### config.mk
export PLATFORM = sky130hd
export DESIGN_NAME = key_sw_capture
export DESIGN_NICKNAME = d
export VERILOG_FILES = /design/src/rtl/key_sw_capture.sv
export SDC_FILE = /design/constraint.sdc
export NUM_CORES = 1
export LEC_CHECK = 0
export ABC_AREA = 1
export BUFFER_PORTS_ARGS = -buffer_cell sky130_fd_sc_hd__buf_4
export CAP_MARGIN = 10
export CORE_MARGIN = 2
export CORE_UTILIZATION = 59
export DETAILED_ROUTE_END_ITERATION = 6
export GPL_ROUTABILITY_DRIVEN = 0
export MAX_ROUTING_LAYER = met4
export PLACE_DENSITY_LB_ADDON = 0.12
export REMOVE_ABC_BUFFERS = 1
export SLEW_MARGIN = 5
export SYNTH_ARGS = -nofsm -noshare
export SYNTH_HDL_FRONTEND = slang
export SYNTH_SLANG_ARGS = --single-unit
### constraint.sdc
create_clock -name clk -period 2.1 [get_ports clk]
set_input_delay 0.42 -clock clk [delete_from_list [all_inputs] [get_ports clk]]
set_output_delay 0.42 -clock clk [all_outputs]
set_load 0.02 [all_outputs]
### src/rtl/key_sw_capture.sv
// Push-button / slide-switch front end: synchronises and debounces the key, then issues
// a one-cycle start with a frozen switch pattern, and re-arms only after finish and a clean release.
module key_sw_capture #(
  parameter int DEBOUNCE_CYCLES = 1000000,
  parameter int CNT_W           = 20,
  parameter int SW_W            = 9
) (
  input  logic            clk,
  input  logic            rst_n,
  input  logic [SW_W-1:0] sw,
  input  logic            key,
  input  logic            finish,
  output logic            start,
  output logic [SW_W-1:0] pattern,
  output logic            busy
);

  localparam logic [2:0] IDLE  = 3'd0;
  localparam logic [2:0] PRESS = 3'd1;
  localparam logic [2:0] FIRE  = 3'd2;
  localparam logic [2:0] WAIT  = 3'd3;
  localparam logic [2:0] REL   = 3'd4;

  localparam logic [CNT_W-1:0] CNT_LAST = CNT_W'(DEBOUNCE_CYCLES - 1);

  logic            key_p0;
  logic            key_s;
  logic [SW_W-1:0] sw_p0;
  logic [SW_W-1:0] sw_s;
  logic            finish_d;
  logic            done_evt;

  logic [2:0]       state;
  logic [2:0]       state_nxt;
  logic [CNT_W-1:0] cnt;
  logic [CNT_W-1:0] cnt_nxt;
  logic [SW_W-1:0]  pattern_nxt;

  // Input synchronisers; the key resets to "released" so a held button cannot fire out of reset
  always_ff @(posedge clk or negedge rst_n) begin
    if (!rst_n) begin
      key_p0   <= 1'b1;
      key_s    <= 1'b1;
      sw_p0    <= '0;
      sw_s     <= '0;
      finish_d <= 1'b0;
    end else begin
      key_p0   <= key;
      key_s    <= key_p0;
      sw_p0    <= sw;
      sw_s     <= sw_p0;
      finish_d <= finish;
    end
  end

  assign done_evt = finish & ~finish_d;

  always_comb begin
    state_nxt   = state;
    cnt_nxt     = cnt;
    pattern_nxt = pattern;
    case (state)
      IDLE: begin
        if (!key_s) begin
          state_nxt = PRESS;
          cnt_nxt   = '0;
        end
      end
      PRESS: begin
        if (key_s) begin
          state_nxt = IDLE;
          cnt_nxt   = '0;
        end else if (cnt == CNT_LAST) begin
          state_nxt   = FIRE;
          pattern_nxt = sw_s;
        end else begin
          cnt_nxt = cnt + 1'b1;
        end
      end
      FIRE: state_nxt = WAIT;
      WAIT: begin
        if (done_evt) begin
          state_nxt = REL;
          cnt_nxt   = '0;
        end
      end
      REL: begin
        if (!key_s) begin
          cnt_nxt = '0;
        end else if (cnt == CNT_LAST) begin
          state_nxt = IDLE;
        end else begin
          cnt_nxt = cnt + 1'b1;
        end
      end
      default: begin
        state_nxt = REL;
        cnt_nxt   = '0;
      end
    endcase
  end

  // Outputs are registered from the next state so start/busy line up with FIRE/WAIT occupancy
  always_ff @(posedge clk or negedge rst_n) begin
    if (!rst_n) begin
      state   <= REL;
      cnt     <= '0;
      pattern <= '0;
      start   <= 1'b0;
      busy    <= 1'b0;
    end else begin
      state   <= state_nxt;
      cnt     <= cnt_nxt;
      pattern <= pattern_nxt;
      start   <= (state_nxt == FIRE);
      busy    <= (state_nxt == FIRE) || (state_nxt == WAIT);
    end
  end

endmodule

* After elaboration in Yosys (flattened, before gate mapping)
Cells that the tools add are included.
** Storage, ports and cells
- Register bits :: 55
- Input bits :: 13
- Output and inout bits :: 11
- Word-level logic and storage cells :: 41
** Operators by class
- Add/subtract/negate cells :: 1
- Equal/unequal tests :: 9
- Mux-type cells :: 13
- Bitwise gates (word level) :: 4
- Reduce and logical (&&, ||, !) cells :: 4
** Operators by type and width (count)
- $mux 20 :: 5
- $pmux 20 s5 :: 1
- $add 20x1->20 const B :: 1
- $eq 20x20->1 const B :: 1
- $mux 3 :: 6
- $pmux 3 s5 :: 1
- $eq 3x2->1 const B :: 4
- $reduce_and 3->1 :: 2
- $ne 2x2->1 const B :: 2
- $eq 3x1->1 const B :: 1
- $eq 3x3->1 const B :: 1
- $logic_not 3->1 :: 1
- $not 1->1 :: 3
- $and 1x1->1 :: 1
- $logic_or 1x1->1 :: 1

* Longest topological paths before layout
- Depth after elaboration :: 6
- Mapped depth :: 10
- Mapped depth without buffers :: 10

* Worst setup path after synthesis
OpenSTA, ideal clock, no wires.
- Path kind :: flip-flop to flip-flop
- Start :: register cnt[0]
- End :: register pattern[2]
- Library setup time :: 0.116 ns
- Arrival :: 1.510 ns
- Required time :: 1.984 ns
- Slack :: 0.473 ns
- Stages on the path, launching flop included :: 9
- Buffers on the path :: 1
- Clock period less this slack :: 1.627 ns
- Path through :: dfrtp_1 > ha_1 > nand3_4 > nor3_1 > and2_1 > nand2_1 > buf_2 > nand2_1 > nand2_1
** On the way
- Word-level cells in the longest chain between the ends :: 2
** Ends and longest elaborated chain
- start: declaration :: line 35 : logic [CNT_W-1:0] cnt;
- start signal: assignment :: line 113 : cnt <= cnt_nxt;
- $eq 20x20->1 :: line 73 : end else if (cnt == CNT_LAST) begin
- $reduce_and 3->1 (no source line)
- end signal: assignment :: line 114 : pattern <= pattern_nxt;
- end: declaration :: line 14 : output logic [SW_W-1:0] pattern,
Every way passes these cells.
A chain may end at the register's enable or synchronous reset.

* Worst setup path in the final report
- Start :: register cnt[0]
- End :: register pattern[3]
Same word-level chain as after synthesis.

==> results.md <==
* Worst Tran Pin Value at 662 ps
* CP required at ~2300 ps
* Initial antenna violation count at 0
* Tcrit/Tclk final at 89.5%
* Remaining DRCs at 0
* PD cells at 580 mW/mm²
* Synth warn at 0
* Most frequent cells in the layout: nand2_1, dfrtp_1, nand3_1, nor2_1, inv_1
* First-pass GRT wire length at 10.1 mm
* Startpoint class of the critical path: register
* Synth unique cells at 27
* Crit Path Max Fanout at 12
* Leading area contributor after synthesis: dfrtp_1
* Final hold vios at 0
* F_max at approximately 0.53 GHz
* Number of synthesized register bits at 55
* Peak VDD IR at 0.000508 V
* Routed via count at between 2000 and 2500
* CTS tree: yes
* Placed cell areas at 0.00298 mm²
* Type of the worst setup path: reg -> reg
* Area of the multi-input gates at 0.00121 mm²
* Nets at ~390
* Placed cells at about 420
* Initial Util at slightly above 60%
* Dpl ws at 193 ps
* Leakage Power at around 1.5 nW
* Vias in the first global route at between 2000 and 2500
* Area growth syn-to-layout at 12.5%
* Max-cap violations at 0
* Tmin final at roughly 1900 ps
* # diodes at 0
* Status: finished clean
* Die area at approximately 0.0052 mm²
* Register area share after synthesis at 50.4%
* GRT Overall Usage at 25.8%
* Worst clock skew at 8.89 ps
* Setup Viol. Count Final at 0
* Row cnt at 24
* Layout cells sized above 1 at 14.3%
* Grt total ovfl at 0
* Worst Setup End Kind: register
* CTS Buf Count at 5
* Fin area at 0.00308 mm²
* RSZ-0062 raised after global routing: no
* IO Count at 24
* # H-tree levels at 2
* HPWL Detailed at approximately 4.3 mm
* Sink Count at 55
* Setup tns final at 0 ps
* Vias/cell at 5.63
* Post-synthesis cell count at 349
* Area of the core at 0.00441 mm²
* DR iter-0 viols at approximately 210
* Final WS setup at 220 ps
* Drt wl/cell at 14.0 µm
* Drt total wl at 6.02 mm
* Root Driver: clkbuf_8
* Skew-Pair Late Insertion Delay at 310 ps
* # fillers at 359
* Reg clk slew, reported paths at 110 ps
* Die Width at slightly above 70 µm
* WP data arrival at 2100 ps
* Commonest non-fill, non-tap cell in the layout: nand2_1
* Synth top area share at 47.5%
* CTS Buffer Depth at 2
* Syn avg cell area at 7.85 µm²
* FF+latch area at 0.00138 mm²
* Non-Filler Instances at 430
* Post-Syn Area at ~0.0027 mm²
* DRT Pass-1 Iters at 5
* Worst hold path type: in -> async
* Die height at 72.2 µm
* WHS at 131 ps
* Final ANT Viol Nets at 0
* Fin. max-slew vios at 0
* Slew HR at around 56%
* Port bufs at 23
* Largest net degree at the start of global routing at 56
* Dominant cells by area after synthesis: dfrtp_1, nand2_1, nand3_1
-- final timing paths --
path,cells past startpoint,slack [ps],from,endpoint
max reg2reg,7,220,cnt[0]$_DFFE_PN0P_,pattern[3]$_DFFE_PN0P_
max in group asynchronous,1,1530,rst_n,pattern[4]$_DFFE_PN0P_
min in group clk,1,200,sw[5],sw_p0[5]$_DFF_PN0_
min,1,130,rst_n,cnt[7]$_DFFE_PN0P_
max,7,220,cnt[0]$_DFFE_PN0P_,pattern[3]$_DFFE_PN0P_
min reg2reg,0,360,sw_p0[4]$_DFF_PN0_,sw_s[4]$_DFF_PN0_
-- cells by family (layout without fill, tap and decap cells) --
kind of cell / count (synthesis) / count (layout) / synth area share, %
AOI/OAI and AO/OA: 8 / 8 / 1.87
xor gates and xnor gates: 3 / 3 / 0.959
adders and majority gates: 1 / 1 / 0.457
buffers and inverters: 40 / 69 / 5.66
DFF: 55 / 55 / 50.4
and+or+nand+nor: 242 / 242 / 40.7
-- layer usage --
metal	up-vias	track usage, %	wire (µm)
met1	1104	34.4	2510
met3	12	5.14	582
met4	0	8.18	78
met5	-	-	0
li1	1190	-	-
met2	113	40.0	2850
-- where the power goes --
group	internal, mW	total (mW)	switching, mW
Clock	0.246	0.615	0.370
Combinational	0.0252	0.0683	0.0431
Sequential	1.09	1.10	0.0187
-- worst max-delay path, cell delays in order, from the launching register on --
cell and delay, ps:
dfrtp_1 490, ha_2 320, nand3_4 150, nor3_1 230, and2_1 150, nand2_1 230, nand2_1 150, nand2_1 60
-- state kept, by name, summed over array words and instances, names as in the netlist --
register and flops:
start 1, pattern 9, sw_p0 9, state 3, finish_d 1, busy 1
key_s 1, key_p0 1, sw_s 9, cnt 20
-- Yosys cell counts, drive strengths merged --
master / count
dfrtp: 52
buf: 5
nand4: 24
or2: 1
nor2: 41
xnor2: 1
o21ai: 5
inv: 33
and2: 1
nand3: 47
xor2: 2
nand2: 119
clkbuf: 2
nand3b: 1
nor3: 8
dfstp: 3
ha: 1
o21bai: 3
-- per-stage QoR --
stage / util [%] / power [mW]
CTS: 69.8 / 1.79
detailed placement: 67.6 / 1.19
finish: 69.8 / 1.79
global route: 69.8 / 1.84
floorplan: - / 1.14
global placement: 67.6 / 1.19
-- area by class of cell --
type | count | area share [%]
Clock inverter | 3 | 0.893
Clock buffer | 5 | 2.23
Timing Repair Buffer | 28 | 6.82
Sequential cell | 55 | 44.8
Multi-Input combinational cell | 254 | 39.2
Tap cell | 52 | 2.11
Inverter | 33 | 4.02
-- what timing repair did --
item,CTS,global route
hold buffers,0,0
gates resized for setup,0,1
buffers inserted,0,0
setup endpoints to repair,0,9
(Power assumes the default switching activity.)
